==> config.mk <==
export PLATFORM = sky130hd
export DESIGN_NAME = io_intr_ctrl_flat
export DESIGN_NICKNAME = d
export VERILOG_FILES = /design/src/rtl/io_intr_ctrl_if.sv /design/src/rtl/io_intr_ctrl.sv /design/src/flat_wrapper.sv
export SDC_FILE = /design/constraint.sdc
export NUM_CORES = 1
export LEC_CHECK = 0
export BUFFER_PORTS_ARGS = -buffer_cell sky130_fd_sc_hd__buf_2
export CAP_MARGIN = 20
export CORE_ASPECT_RATIO = 1.25
export CORE_MARGIN = 2
export CORE_UTILIZATION = 31
export DETAILED_ROUTE_END_ITERATION = 16
export PLACE_DENSITY = 0.67
export SLEW_MARGIN = 20
export SYNTH_ARGS = -nofsm -noshare
export SYNTH_HDL_FRONTEND = slang
export SYNTH_SLANG_ARGS = --single-unit
==> constraint.sdc <==
create_clock -name clk -period 1.1 [get_ports clk]
set_input_delay 0.055 -clock clk [delete_from_list [all_inputs] [get_ports clk]]
set_output_delay 0.055 -clock clk [all_outputs]
set_load 0.1 [all_outputs]
==> src/rtl/io_intr_ctrl_if.sv <==
// io_intr_ctrl_if
//  Register port and CPU interrupt handshake of the I/O interrupt controller.
//  master: CPU / bus side (drives cfg_wr, cfg_addr, cfg_din, int_ack)
//  slave : controller side (drives cfg_dout, intr, int_id)
//  Signals:
//   cfg_wr    register write strobe
//   cfg_addr  register select: 0 MASK, 1 PEND, 2 TIMER_LOAD, 3 CTRL
//   cfg_din   register write data
//   cfg_dout  register read data, combinational from cfg_addr
//   int_ack   CPU acknowledge, rising-edge sensitive
//   intr      registered interrupt request
//   int_id    id of the source being serviced, valid while intr=1
interface io_intr_ctrl_if;
    logic        cfg_wr;
    logic [1:0]  cfg_addr;
    logic [31:0] cfg_din;
    logic [31:0] cfg_dout;
    logic        int_ack;
    logic        intr;
    logic [3:0]  int_id;

    modport master (
        output cfg_wr, cfg_addr, cfg_din, int_ack,
        input  cfg_dout, intr, int_id
    );

    modport slave (
        input  cfg_wr, cfg_addr, cfg_din, int_ack,
        output cfg_dout, intr, int_id
    );
endinterface

==> src/rtl/io_intr_ctrl.sv <==
// io_intr_ctrl
//  Interrupt controller for the I/O memory subsystem. Latches rising edges of
//  the device request lines (and, optionally, an internal countdown timer),
//  masks them, and presents the lowest-index pending source to the CPU on the
//  intr/int_id handshake until int_ack rises.
//  Ports:
//   clk      system clock, all state changes on posedge
//   reset    synchronous, active-high reset
//   irq_src  device request lines, rising-edge sensitive
//   bus      io_intr_ctrl_if.slave: register port + intr/int_ack handshake
//  Build option:
//   IO_INTR_TIMER_EN  when defined, adds the countdown timer (source id
//                     NUM_SRC) with TIMER_LOAD (addr 2) and CTRL (addr 3).
//                     Otherwise addr 2/3 read 0 and ignore writes.
//
//  state  | meaning
//  IDLE   | waiting for an eligible (pending and unmasked) source
//  ASSERT | intr high with int_id frozen, waiting for int_ack rising edge
//  GAP    | one cycle of intr low so the CPU sees the deassert
module io_intr_ctrl #(
    parameter int NUM_SRC    = 4,
    parameter int TIMER_W    = 16,
    parameter int TIMER_INIT = 1000
) (
    input  logic               clk,
    input  logic               reset,
    input  logic [NUM_SRC-1:0] irq_src,
    io_intr_ctrl_if.slave      bus
);

`ifdef IO_INTR_TIMER_EN
    localparam int NB = NUM_SRC + 1;
`else
    localparam int NB = NUM_SRC;
`endif

    localparam logic [1:0] IDLE   = 2'd0;
    localparam logic [1:0] ASSERT = 2'd1;
    localparam logic [1:0] GAP    = 2'd2;

    logic [1:0]         state;
    logic [NUM_SRC-1:0] irq_q;
    logic               ack_q;
    logic [NB-1:0]      mask;
    logic [NB-1:0]      pend;
    logic               intr_q;
    logic [3:0]         int_id_q;

    logic [NUM_SRC-1:0] rise;
    logic               ack_rise;
    logic [NB-1:0]      eligible;
    logic [NB-1:0]      set_vec;
    logic [NB-1:0]      w1c;
    logic [NB-1:0]      ack_clr;
    logic [3:0]         winner;
    logic               wr_mask;
    logic               wr_pend;
    logic               unused_din;

    assign rise     = irq_src & ~irq_q;
    assign ack_rise = bus.int_ack & ~ack_q;
    assign eligible = pend & mask;
    assign wr_mask  = bus.cfg_wr && (bus.cfg_addr == 2'd0);
    assign wr_pend  = bus.cfg_wr && (bus.cfg_addr == 2'd1);
    assign w1c      = wr_pend ? bus.cfg_din[NB-1:0] : '0;
    assign unused_din = ^bus.cfg_din;

    // Descending scan so the lowest set index is the one left standing.
    always_comb begin
        winner = 4'd0;
        for (int i = NB - 1; i >= 0; i--) begin
            if (eligible[i]) winner = 4'(i);
        end
    end

    always_comb begin
        ack_clr = '0;
        for (int i = 0; i < NB; i++) begin
            ack_clr[i] = (state == ASSERT) && ack_rise && (int_id_q == 4'(i));
        end
    end

`ifdef IO_INTR_TIMER_EN
    logic [TIMER_W-1:0] tload;
    logic [TIMER_W-1:0] count;
    logic               ten;
    logic               arl;
    logic               wr_load;
    logic               wr_ctrl;
    logic               stop_wr;
    logic               run;
    logic               tmr_fire;

    assign wr_load  = bus.cfg_wr && (bus.cfg_addr == 2'd2);
    assign wr_ctrl  = bus.cfg_wr && (bus.cfg_addr == 2'd3);
    // A TEN=0 write halts the counter in the same cycle, so it also blocks a fire.
    assign stop_wr  = wr_ctrl && !bus.cfg_din[0];
    assign run      = ten && !stop_wr;
    assign tmr_fire = run && (count == TIMER_W'(1));
    assign set_vec  = {tmr_fire, rise};

    always_ff @(posedge clk) begin
        if (reset) begin
            tload <= TIMER_W'(TIMER_INIT);
            count <= '0;
            ten   <= 1'b0;
            arl   <= 1'b0;
        end else begin
            if (wr_load) tload <= bus.cfg_din[TIMER_W-1:0];

            if (wr_ctrl) begin
                ten <= bus.cfg_din[0];
                arl <= bus.cfg_din[1];
            end else if (tmr_fire && !arl) begin
                ten <= 1'b0;
            end

            // Reloading straight from 1 keeps the period at exactly TIMER_LOAD cycles.
            if (wr_ctrl && bus.cfg_din[0] && !ten) begin
                count <= tload;
            end else if (run && (count != '0)) begin
                if (count == TIMER_W'(1)) count <= arl ? tload : '0;
                else                      count <= count - TIMER_W'(1);
            end
        end
    end

    always_comb begin
        case (bus.cfg_addr)
            2'd0:    bus.cfg_dout = 32'(mask);
            2'd1:    bus.cfg_dout = 32'(pend);
            2'd2:    bus.cfg_dout = 32'(tload);
            default: bus.cfg_dout = {30'd0, arl, ten};
        endcase
    end
`else
    assign set_vec = rise;

    always_comb begin
        case (bus.cfg_addr)
            2'd0:    bus.cfg_dout = 32'(mask);
            2'd1:    bus.cfg_dout = 32'(pend);
            default: bus.cfg_dout = 32'd0;
        endcase
    end
`endif

    always_ff @(posedge clk) begin
        if (reset) begin
            irq_q    <= '0;
            ack_q    <= 1'b0;
            mask     <= '0;
            pend     <= '0;
            state    <= IDLE;
            intr_q   <= 1'b0;
            int_id_q <= 4'd0;
        end else begin
            irq_q <= irq_src;
            ack_q <= bus.int_ack;
            if (wr_mask) mask <= bus.cfg_din[NB-1:0];
            // New edges are OR-ed in last so they win over W1C and ack clears.
            pend <= (pend & ~w1c & ~ack_clr) | set_vec;

            case (state)
                IDLE: begin
                    if (eligible != '0) begin
                        int_id_q <= winner;
                        intr_q   <= 1'b1;
                        state    <= ASSERT;
                    end
                end
                ASSERT: begin
                    if (ack_rise) begin
                        intr_q <= 1'b0;
                        state  <= GAP;
                    end
                end
                default: begin
                    state <= IDLE;
                end
            endcase
        end
    end

    assign bus.intr   = intr_q;
    assign bus.int_id = int_id_q;

endmodule

==> src/flat_wrapper.sv <==
// flat-port wrapper written by rule: the top's interface ports become plain ports
module io_intr_ctrl_flat 
#(
    parameter int NUM_SRC    = 4,
    parameter int TIMER_W    = 16,
    parameter int TIMER_INIT = 1000
)
  (clk, reset, irq_src, bus_cfg_wr, bus_cfg_addr, bus_cfg_din, bus_int_ack, bus_cfg_dout, bus_intr, bus_int_id);
  io_intr_ctrl_if bus_i ();
  input  logic clk;
  input  logic reset;
  input  logic [NUM_SRC-1:0] irq_src;
  input wire logic [$bits(bus_i.cfg_wr)-1:0] bus_cfg_wr;
  input wire logic [$bits(bus_i.cfg_addr)-1:0] bus_cfg_addr;
  input wire logic [$bits(bus_i.cfg_din)-1:0] bus_cfg_din;
  input wire logic [$bits(bus_i.int_ack)-1:0] bus_int_ack;
  output wire logic [$bits(bus_i.cfg_dout)-1:0] bus_cfg_dout;
  output wire logic [$bits(bus_i.intr)-1:0] bus_intr;
  output wire logic [$bits(bus_i.int_id)-1:0] bus_int_id;
  assign bus_i.cfg_wr = bus_cfg_wr;
  assign bus_i.cfg_addr = bus_cfg_addr;
  assign bus_i.cfg_din = bus_cfg_din;
  assign bus_i.int_ack = bus_int_ack;
  assign bus_cfg_dout = bus_i.cfg_dout;
  assign bus_intr = bus_i.intr;
  assign bus_int_id = bus_i.int_id;
  io_intr_ctrl #(.NUM_SRC(NUM_SRC), .TIMER_W(TIMER_W), .TIMER_INIT(TIMER_INIT)) u_core (.clk(clk), .reset(reset), .irq_src(irq_src), .bus(bus_i));
endmodule
Word-level counts from Yosys, hierarchy flattened
Cells that the tools add are included.

storage, ports and cells
  flip-flop bits (word level) = 20
  input port bits = 42
  output and inout bits = 37
  word-level logic and storage cells = 51

cells by class
  equal/unequal tests = 7
  multiplexer cells = 12
  bitwise operators = 10
  reductions and logical operators = 15

operators with widths
  cell                                                                    count
  4-bit bitwise AND                                                       4
  2-bit two-way mux                                                       6
  4-bit inverter                                                          3
  4-bit by 2-bit equality test with 1-bit output (second input constant)  2
  4-bit case mux with 2 select lines                                      1
  1-bit logical AND                                                       7
  2-bit by 1-bit equality test with 1-bit output (second input constant)  2
  4-bit by 1-bit equality test with 1-bit output (second input constant)  1
  2-bit logical NOT                                                       2
  4-bit logical NOT                                                       1
  4-bit two-way mux                                                       1
  2-bit by 1-bit != test with 1-bit output (second input constant)        2
  4-bit OR                                                                1
  2-bit case mux with 2 select lines                                      1
  2-bit AND reduction                                                     2
  4-bit nonzero test                                                      1
  3-bit AND reduction                                                     1
  1-bit two-way mux                                                       2
  1-bit case mux with 2 select lines                                      1
  2-bit nonzero test                                                      1
  1-bit bitwise AND                                                       1
  1-bit inverter                                                          1

Depth between registers and ports, before layout
Gate-level depths: netlist of run 1.

  word-level depth = 7
  gate-level depth with buffers = 4

Worst setup path after synthesis of run 1
No wires, ideal clock.

  path type = register -> output
  start point = reg u_core.pend[0]
  end point = out bus_cfg_dout[0]
  arrival = 1.672 ns
  slack = -0.627 ns
  cell stages (with the launch flop) = 3
  buffers on the path = 0
  cell sequence = dfxtp_1 mux2i_1 nor2_1

between the ends
  word-level cells in the longest chain between the ends = 1

ends and longest elaborated chain
  element                             RTL line             source
  from (decl)                         io_intr_ctrl.sv:45   logic [NB-1:0] pend;
  from (signal assigned)              io_intr_ctrl.sv:162  pend <= (pend & ~w1c & ~ack_clr) | set_vec;
  4-bit case mux with 2 select lines  io_intr_ctrl.sv:140  case (bus.cfg_addr)
  to (decl)                           flat_wrapper.sv:17   output wire logic [$bits(bus_i.cfg_dout)-1:0] bus_cfg_dout;

Every way passes these cells.

Worst setup path in the final report of run 1
  start point = reg u_core.pend[2]
  end point = out bus_cfg_dout[2]

The elaborated chain is that of the path after synthesis.

==> qor.csv, run 1 <==
stage;metric;value;unit
cts;cts hold-fix bufs;0;
worst_setup_path;CP endpoint kind;primary output;
cts;CTS Sinks;18;
global_route;largest net degree at the start of global routing;19;
global_route;first-pass GRT wire length;3.44;mm
global_route;M2 GR Usage;23.8;%
run_status;status;finished with violations;
logic_synthesis;count leader, synth;buf_4;
worst_setup_path;critical path class;register to primary output;
global_route;met1 Resource Use GR;11.4;%
sta;setup TNS;-0.0983;ns
cts;TritonCTS clock tree;built;
global_route;vias in the first global route;810;
worst_setup_path;crit start category;register;
finish;Fillers;321;
cts;H-tree depth;1;
sta;RSZ-0062 raised after global routing;true;
logic_synthesis;Synth area leaders;dfxtp_1 34%, buf_4 22%, mux2i_1 7.7%, nor2_1 3.9%, nor2b_1 3.6%;
finish;ant diodes;0;
logic_synthesis;Synth Flop Type;dfxtp_1;
die;starting density of the core;32.5;%
sta;Clock Skews;0.00420;ns
logic_synthesis;multiplexer area fraction after synthesis;7.66;%
finish;NumNets Final;191;
worst_setup_path;Worst EP required;1.04;ns
logic_synthesis;mean area per synthesized cell;9.02;um2
logic_synthesis;xor/xnor share of the synthesized area;0;%
logic_synthesis;post-synthesis instance area;0.00105;mm2
die;die width;56.0;um
logic_synthesis;async set or reset register ratio after synthesis;0;%
routing;vias;816;
power;Leak;0.614;nW
logic_synthesis;Synth Area in Compound Gates;12.7;%
routing;Iter 0 DRT Violations;11;
die;Core Rows;23;
place;Final Wtd Congestion;0.775;
logic_synthesis;warnings from Yosys;0;
die;total die area;0.00386;mm2
place;DP Worst Slack;-0.0573;ns
logic_synthesis;post-synthesis cell type count;28;
worst_setup_path;R2R depth;4;
logic_synthesis;Synth Area in Simple Gates;19.6;%
logic_synthesis;Post-synth EDFFs;0;
cts;clock root buffer;clkbuf_8;
routing;WL per Instance;11.9;um
power;Worst IR Drop VDD;0.713;mV
sta;Final WS setup;-0.0437;ns
power;pwr/cell area;1420;mW/mm2
sta;setup violators final;3;
logic_synthesis;post-synth top area share;34.4;%
worst_setup_path;Worst Path Max Fanout;3;
global_route;grt peak-use layer;met2;
logic_synthesis;Synth top cells by count;30 x buf_4, 18 x dfxtp_1, 11 x nor2_1;
routing;DRT antenna net count;0;
place;Buffers on Ports;20;
worst_setup_path;Critical Path AT;1.09;ns
logic_synthesis;synthesis-stage register bit count;18;
die;IO Pins;79;
worst_setup_path;CP Capture Point;bus_cfg_dout[2];
logic_synthesis;adder-cell share of the synthesized area;0;%
sta;Final Hold Violating Endpoints;0;
worst_setup_path;Reg-to-Reg End;u_core.bus.int_id[0];
worst_setup_path;Critical path origin;u_core.pend[2];
job;Max-cap violations;0;
worst_hold_path;Worst Hold Class;input pin to register;
global_route;GR Util met3;1.31;%
finish;share of cells above drive strength 1;47.3;%
cts;Clock Tree Buf Depth;2;
finish;Area growth syn-to-layout;40.4;%
routing;Post-route DRC;0;
sta;post-route minimum period;1.14;ns
die;Chip Height;68.9;um
global_route;GR Overflow Total;0;
routing;DRT Pass-1 Iters;4;
worst_setup_path;setup slack, reg-to-reg;0.04;ns
logic_synthesis;largest family of logic cells by synthesized area;buffers and inverters;
cts;clock-pin slew on the worst setup and hold paths;0.07;ns
logic_synthesis;register area share after synthesis;34.4;%
logic_synthesis;post-synthesis instance total;116;
sta;Pins Over Slew Limit;0;
worst_setup_path;RR Startpoint;u_core.state[0];
sta;Tcrit/Tclk final;104;%
global_route;Total GRT Usage;11.4;%
routing;vias per cell;4.41;
sta;Fmax;874;MHz
run_status;failing checks;setup timing;
cts;TritonCTS Buffers;3;
place;DP Wirelength;1.60;mm
die;CORE AREA;0.00322;mm2
logic_synthesis;largest area contributor in the netlist;dfxtp_1;
global_route;initial antenna violation count;0;
cts;worst-skew pair later-pin latency;0.25;ns
routing;Total Wirelength;2.21;mm
[cells in the final DEF, fill, tap and decap left out, drive strengths merged]
cell     count
a211oi       1
a21oi        4
a221oi       1
a22o         2
a311o        1
a31o         1
and3         2
buf         32
clkbuf       4
conb        30
dfxtp       18
inv          5
mux2i        8
nand2        5
nand2b       3
nand3b       2
nand4b       1
nand4bb      1
nor2        11
nor2b        6
nor3         1
nor3b        3
o21ai        2
o2bb2ai      2
o41ai        2
[worst max-delay path, stage by stage (launching register included)]
cell and delay [ns]:
dfxtp_2 0.34, buf_6 0.12, mux2i_4 0.16, nor2_4 0.05, buf_12 0.16
[per-layer routing]
metal  vias up  part of all wire [%]
met5         -                     0
met4         0                   1.1
met3         3                   6.2
met2        37                    55
met1       379                    37
li1        397                     -
[sequential cells by signal (all words and copies together), names as in the netlist]
register and count:
u_core.ack_q 1, u_core.irq_q 4, u_core.pend 4, u_core.bus.int_id 2
u_core.bus.intr 1, u_core.state 2, u_core.mask 4
[logic make-up (layout without fill, tap and decap cells)]
| group | after synthesis | count (layout) |
|---|---|---|
| flops | 18 | 18 |
| mux | 8 | 8 |
| buf+inv | 38 | 41 |
| simple gates | 35 | 35 |
| compound gates | 16 | 16 |
| other cells | 1 | 30 |
[where the power goes]
part           internal [W]  switching, W  leakage, nW
Clock              0.000318      0.000218       0.0288
Combinational      0.000173      0.000654        0.431
Sequential         0.000691     0.0000380        0.154
[layout make-up]
class                      instances  area [um2]  area share (%)
sequential                        18         382            26.0
inverter                           5        18.8            1.28
tap                               37        46.3            3.15
multi-input combinational         89         653            44.5
clock buffer                       4        55.1            3.75
timing repair buffer              32         314            21.4
[through the flow]
stage | hold slack [ns] | cell area [um2] | total power, W | instances | utilization (%)
2_1_floorplan | 0.183 | 1200 | 0.00146 | 145 | -
3_3_place_gp | 0.302 | 1280 | 0.00150 | 178 | 39.6
3_5_place_dp | 0.314 | 1280 | 0.00151 | 178 | 39.6
4_1_cts | 0.0550 | 1450 | 0.00210 | 185 | 45.0
5_1_grt | 0.0780 | 1470 | 0.00216 | 185 | 45.6
6_report | 0.0612 | 1470 | 0.00209 | 185 | 45.6
[worst min-delay path by stage]
stage | start | to | slack [ns] | cells after the start
after floorplan | bus_int_ack | u_core.ack_q | 0.18 | 1
after global placement | bus_int_ack | u_core.ack_q | 0.30 | 2
after detailed placement | bus_int_ack | u_core.ack_q | 0.31 | 2
after CTS | bus_cfg_din[3] | u_core.mask[3] | 0.06 | 3
after global routing | irq_src[1] | u_core.irq_q[1] | 0.08 | 2
final | bus_cfg_din[1] | u_core.mask[1] | 0.06 | 3
[repair_timing]
item                                    4_1_cts  5_1_grt
endpoints found under the setup margin       10        9
pin swaps                                     3        3
gates resized for setup                      24        6
setup buffers                                 3        0
Note: power is estimated with default switching activity, not from simulation.
==> inputs of run 2 (changes only) <==
PLACE_DENSITY = 0.65   (was 0.67)
clock period = 1.2 ns   (was 1.1 ns; I/O delays follow)
==> qor.csv, run 2 (synthesis results as in run 1) <==
stage;metric;value;unit;change
cts;post-CTS setup buffers;0;;-3
routing;Post-route DRC;0;;unchanged
worst_setup_path;critical-path cell list;a22o_1, o21ai_0, a21oi_1;;
finish;NumNets Final;181;;-5.2%
run_status;status;completed;;
worst_setup_path;R2R depth;3;;-1
worst_setup_path;Top Family by Delay on Critical Path;compound AO/OA/AOI/OAI gates;;
worst_setup_path;CP max stage cell;dfxtp_1;;
worst_setup_path;CP Depth;3;;-1
worst_setup_path;Critical Path AT;1.26;ns;+0.17 ns
cts;worst-skew pair later-pin latency;0.25;ns;about the same
sta;Clock Skews;0.00172;ns;-0.00248 ns
place;dpl cells;171;;-3.9%
die;total die area;0.00386;mm2;unchanged
routing;vias per cell;4.25;;-3.7%
sta;Fmax;874;MHz;
cts;TritonCTS clock tree;built;;
die;CORE AREA;0.00322;mm2;unchanged
finish;ant diodes;0;;unchanged
global_route;GR Overflow Total;0;;unchanged
power;final total power;0.00181;W;-14%
global_route;largest net degree at the start of global routing;19;;unchanged
worst_setup_path;Critical Path Max Stage Delay;0.34;ns;about the same
sta;Pins Over Slew Limit;0;;unchanged
cts;Clock Tree Buf Depth;2;;unchanged
sta;Tcrit/Tclk final;95.4;%;
routing;Total Wirelength;1.90;mm;-14%
power;Leak;0.542;nW;-12%
finish;share of cells above drive strength 1;29.7;%;-18 points
global_route;first-pass GRT wire length;3.03;mm;-12%
routing;WL per Instance;10.9;um;-9.0%
sta;setup violators final;0;;-3
worst_setup_path;CP endpoint kind;register;;
routing;DRT Pass-1 Iters;4;;unchanged
finish;largest registers;u_core.irq_q: 4 flops, u_core.mask: 4 flops, u_core.pend: 4 flops;;
job;Max-cap violations;0;;unchanged
worst_setup_path;critical path class;register to register;;
worst_setup_path;Buffers & Inverters on Critical Path;0;;-2
worst_hold_path;hold-critical path depth;3;;unchanged
global_route;Total GRT Usage;10.2;%;-1.3 points
sta;Final WS setup;0.0556;ns;+0.0993 ns
sta;RSZ-0062 raised after global routing;true;;
worst_setup_path;crit start category;register;;
worst_setup_path;Worst EP required;1.32;ns;+0.28 ns
finish;Area growth syn-to-layout;17.0;%;
place;Post-DP Area;0.00116;mm2;-9.0%
finish;Final Non-Filler Cells;175;;-5.4%
die;IO Pins;79;;unchanged
global_route;vias in the first global route;699;;-14%
die;Chip Height;68.9;um;unchanged
finish;commonest non-fill, non-tap cell in the layout;conb_1;;
routing;Iter 0 DRT Violations;13;;+2
routing;vias;743;;-8.9%
cts;CTS Sinks;18;;unchanged
die;Core Rows;23;;unchanged
global_route;initial antenna violation count;0;;unchanged
finish;fin area;0.00122;mm2;-17%
cts;clock root buffer;clkbuf_8;;
cts;clock-pin slew on the worst setup and hold paths;0.06;ns;about the same
die;die width;56.0;um;unchanged
place;Final Wtd Congestion;0.826;;+6.7%
die;starting density of the core;32.5;%;unchanged
sta;Final Hold Violating Endpoints;0;;unchanged
cts;TritonCTS Buffers;3;;unchanged
finish;Core Util, Final;38.0;%;-7.6 points
power;Worst IR Drop VDD;0.631;mV;-12%
cts;H-tree depth;1;;unchanged
place;DP Worst Slack;0.0435;ns;+0.101 ns
worst_hold_path;Worst Hold Class;input pin to register;;
worst_setup_path;Worst Path Max Fanout;4;;+1
finish;most frequent cells in the layout;30 x conb_1, 16 x buf_2, 14 x dfxtp_1;;
power;pwr/cell area;1480;mW/mm2;+3.8%
place;Buffers on Ports;20;;unchanged
sta;post-route minimum period;1.14;ns;
routing;DRT antenna net count;0;;unchanged
place;DP Wirelength;1.56;mm;-3.0%
## run 2: what timing repair did
| action | in CTS | in global routing |
|---|---|---|
| hold buffers | 0 | 0 |
| endpoints found under the setup margin | 0 | 3 |
| gates resized for setup | 0 | 2 |
## run 2: area by class of cell
cell class | count | area [um2]
inverter | 5 | 18.8
tap | 37 | 46.3
multi-input combinational | 89 | 561
clock buffer | 4 | 55.1
fill | 331 | 2000
sequential | 18 | 368
timing repair buffer | 22 | 175
## run 2: where the power goes
group | leakage (nW) | switching, W | total, W | internal, W
clock network | 0.0288 | 0.000187 | 0.000478 | 0.000291
logic | 0.362 | 0.000572 | 0.000671 | 0.0000990
registers | 0.150 | 0.0000287 | 0.000660 | 0.000631
total | 0.542 | 0.000788 | 0.00181 | 0.00102
## run 2: stage by stage
step,TNS [ns],hold slack (ns)
2_1_floorplan,-0.0764,0.188
3_3_place_gp,0,0.307
3_5_place_dp,0,0.313
4_1_cts,0,0.0639
5_1_grt,-0.00883,0.0811
6_report,0,0.0711
## run 2: final timing paths
| path | start | endpoint | slack [ns] |
|---|---|---|---|
| worst min register to register | u_core.bus.intr | u_core.bus.intr | 0.46 |
| worst max-delay path | u_core.pend[0] | u_core.state[0] | 0.06 |
| worst min-delay path | bus_cfg_din[0] | u_core.mask[0] | 0.07 |
| worst max register to register | u_core.pend[0] | u_core.state[0] | 0.06 |
## run 2: layer usage
metal | GRT usage (%) | vias up | wire (um)
li1 | - | 375 | -
met1 | 11.0 | 335 | 701
met2 | 18.8 | 33 | 1050
met3 | 2.24 | 0 | 146
met4 | 5.65 | 0 | 0
met5 | 0 | - | 0
## run 2: worst register-to-register path, stage by stage (launching register included)
cell,delay (ns)
dfxtp_1,0.34
a22o_1,0.28
o21ai_0,0.29
a21oi_1,0.11
==> inputs of run 3 (changes only) <==
PLACE_DENSITY = default   (was 0.65)
PLACE_DENSITY_LB_ADDON = 0.12   (was default)
==> qor.csv, run 3 (synthesis results as in run 1) <==
stage;metric;value;unit;change
run_status;status;completed;;
sta;Final Hold Violating Endpoints;0;;unchanged
power;Leak;0.549;nW;+1.4%
cts;CTS Sinks;18;;unchanged
job;Max-cap violations;0;;unchanged
finish;ant diodes;0;;unchanged
place;Final Wtd Congestion;0.742;;-10%
power;Worst IR Drop VDD;0.689;mV;+9.3%
cts;TritonCTS clock tree;built;;
cts;cts hold-fix bufs;0;;unchanged
sta;RSZ-0062 raised after global routing;false;;
worst_setup_path;RR Startpoint;u_core.state[1];;
global_route;vias in the first global route;670;;-4.1%
cts;H-tree depth;1;;unchanged
cts;worst-skew pair later-pin latency;0.26;ns;about the same
die;die width;56.0;um;unchanged
worst_setup_path;Worst EP required;1.14;ns;-0.18 ns
worst_setup_path;CP max stage cell;buf_2;;
worst_setup_path;crit start category;register;;
worst_setup_path;setup slack, reg-to-reg;0.08;ns;+0.02 ns
finish;most frequent cells in the layout;30 x conb_1, 16 x buf_2, 13 x dfxtp_1;;
global_route;Total GRT Usage;9.88;%;-0.31 points
cts;Clock Tree Buf Depth;2;;unchanged
worst_setup_path;Critical Path Max Stage Delay;0.44;ns;+0.10 ns
cts;clock root buffer;clkbuf_8;;
die;total die area;0.00386;mm2;unchanged
global_route;GR Overflow Total;0;;unchanged
die;CORE AREA;0.00322;mm2;unchanged
place;Buffers on Ports;20;;unchanged
worst_setup_path;CP endpoint kind;primary output;;
routing;Iter 0 DRT Violations;21;;+8
sta;setup violators final;0;;unchanged
finish;largest registers;u_core.irq_q: 4 flops, u_core.mask: 4 flops, u_core.pend: 4 flops;;
worst_hold_path;hold-critical path depth;3;;unchanged
place;DP Worst Slack;-0.0299;ns;-0.0735 ns
sta;Fmax;874;MHz;about the same
sta;post-route minimum period;1.14;ns;-0.000399 ns
global_route;largest net degree at the start of global routing;19;;unchanged
worst_setup_path;critical-path cell list;buf_2;;
worst_setup_path;Top Family by Delay on Critical Path;buffers and inverters;;
sta;setup TNS;0;ns;unchanged
power;pwr/cell area;1490;mW/mm2;+0.47%
finish;share of cells above drive strength 1;31.7;%;+1.9 points
global_route;initial antenna violation count;0;;unchanged
worst_setup_path;Worst Path Max Fanout;6;;+2
die;IO Pins;79;;unchanged
die;starting density of the core;32.5;%;unchanged
worst_setup_path;Reg-to-Reg End;u_core.pend[1];;
die;Core Rows;23;;unchanged
routing;WL per Instance;10.9;um;+0.27%
finish;Fillers;347;;+4.8%
worst_hold_path;Hold Crit Endpoint;u_core.mask[1];;
worst_setup_path;critical path class;register to primary output;;
finish;Area growth syn-to-layout;18.1;%;
global_route;first-pass GRT wire length;2.92;mm;-3.7%
routing;Post-route DRC;0;;unchanged
worst_hold_path;Worst Hold Class;input pin to register;;
finish;Core Util, Final;38.3;%;+0.35 points
sta;Min Hold Slack;0.0508;ns;-0.0202 ns
cts;TritonCTS Buffers;3;;unchanged
routing;DRT antenna net count;0;;unchanged
worst_hold_path;Hold Path Origin;bus_cfg_din[1];;
routing;vias per cell;4.40;;+3.7%
cts;clock-pin slew on the worst setup and hold paths;0.07;ns;about the same
routing;Total Wirelength;1.92;mm;+0.84%
sta;Tcrit/Tclk final;95.3;%;about the same
finish;commonest non-fill, non-tap cell in the layout;conb_1;;
cts;post-CTS setup buffers;0;;unchanged
worst_setup_path;Critical Path AT;1.08;ns;-0.18 ns
finish;NumNets Final;182;;+0.55%
routing;vias;775;;+4.3%
routing;DRT Pass-1 Iters;4;;unchanged
sta;Final WS setup;0.0560;ns;+0.000399 ns
worst_setup_path;R2R depth;3;;unchanged
die;Chip Height;68.9;um;unchanged
sta;Clock Skews;0.000620;ns;-0.00110 ns
worst_setup_path;Buffers & Inverters on Critical Path;1;;+1
sta;Pins Over Slew Limit;0;;unchanged
place;DP Wirelength;1.51;mm;-2.8%
power;final total power;0.00183;W;+1.4%
-- run 3: how the worst max path moves through the flow --
stage / endpoint / from / depth (start not counted) / slack (ns)
final: bus_int_id[1] / u_core.bus.int_id[1] / 1 / 0.06
after global routing: u_core.pend[1] / u_core.state[1] / 3 / 0.003
after CTS: bus_cfg_dout[2] / u_core.pend[2] / 3 / 0.01
after detailed placement: u_core.pend[1] / u_core.state[1] / 3 / -0.03
after global placement: u_core.pend[1] / u_core.state[1] / 3 / 0.01
after floorplan: bus_cfg_dout[0] / u_core.pend[0] / 2 / -0.08
-- run 3: metrics by stage --
step,cell area [um2],instances
floorplan,1190,145
global placement,1170,172
detailed placement,1170,172
CTS,1230,176
global route,1230,176
finish,1230,176
-- run 3: cell type report --
cell class              instances  area (um2)  share of cell area, %
inverters                       5        18.8                   1.52
clock buffers                   4        55.1                   4.46
repair buffers                 23         183                   14.8
flip-flops and latches         18         369                   29.9
multi-input cells              89         563                   45.6
well taps                      37        46.3                   3.75
-- run 3: timing repair --
| item | 4_1_cts | 5_1_grt |
|---|---|---|
| endpoints found under the setup margin | 1 | 4 |
| resized for setup | 1 | 3 |
| pin swaps | 0 | 0 |
-- run 3: layer usage --
| layer | wire length (um) | vias up | GRT usage [%] |
|---|---|---|---|
| li1 | - | 378 | - |
| met1 | 785 | 351 | 10.7 |
| met2 | 949 | 39 | 17.6 |
| met3 | 112 | 7 | 1.68 |
| met4 | 68 | 0 | 7.44 |
| met5 | 0 | - | 0 |
-- run 3: report_power, final --
group	switching (W)	internal (W)	total [W]	leakage (nW)
sequential	0.0000283	0.000632	0.000661	0.150
clock	0.000210	0.000292	0.000502	0.0288
combinational	0.000572	0.000100	0.000672	0.370
total	0.000810	0.00102	0.00183	0.549
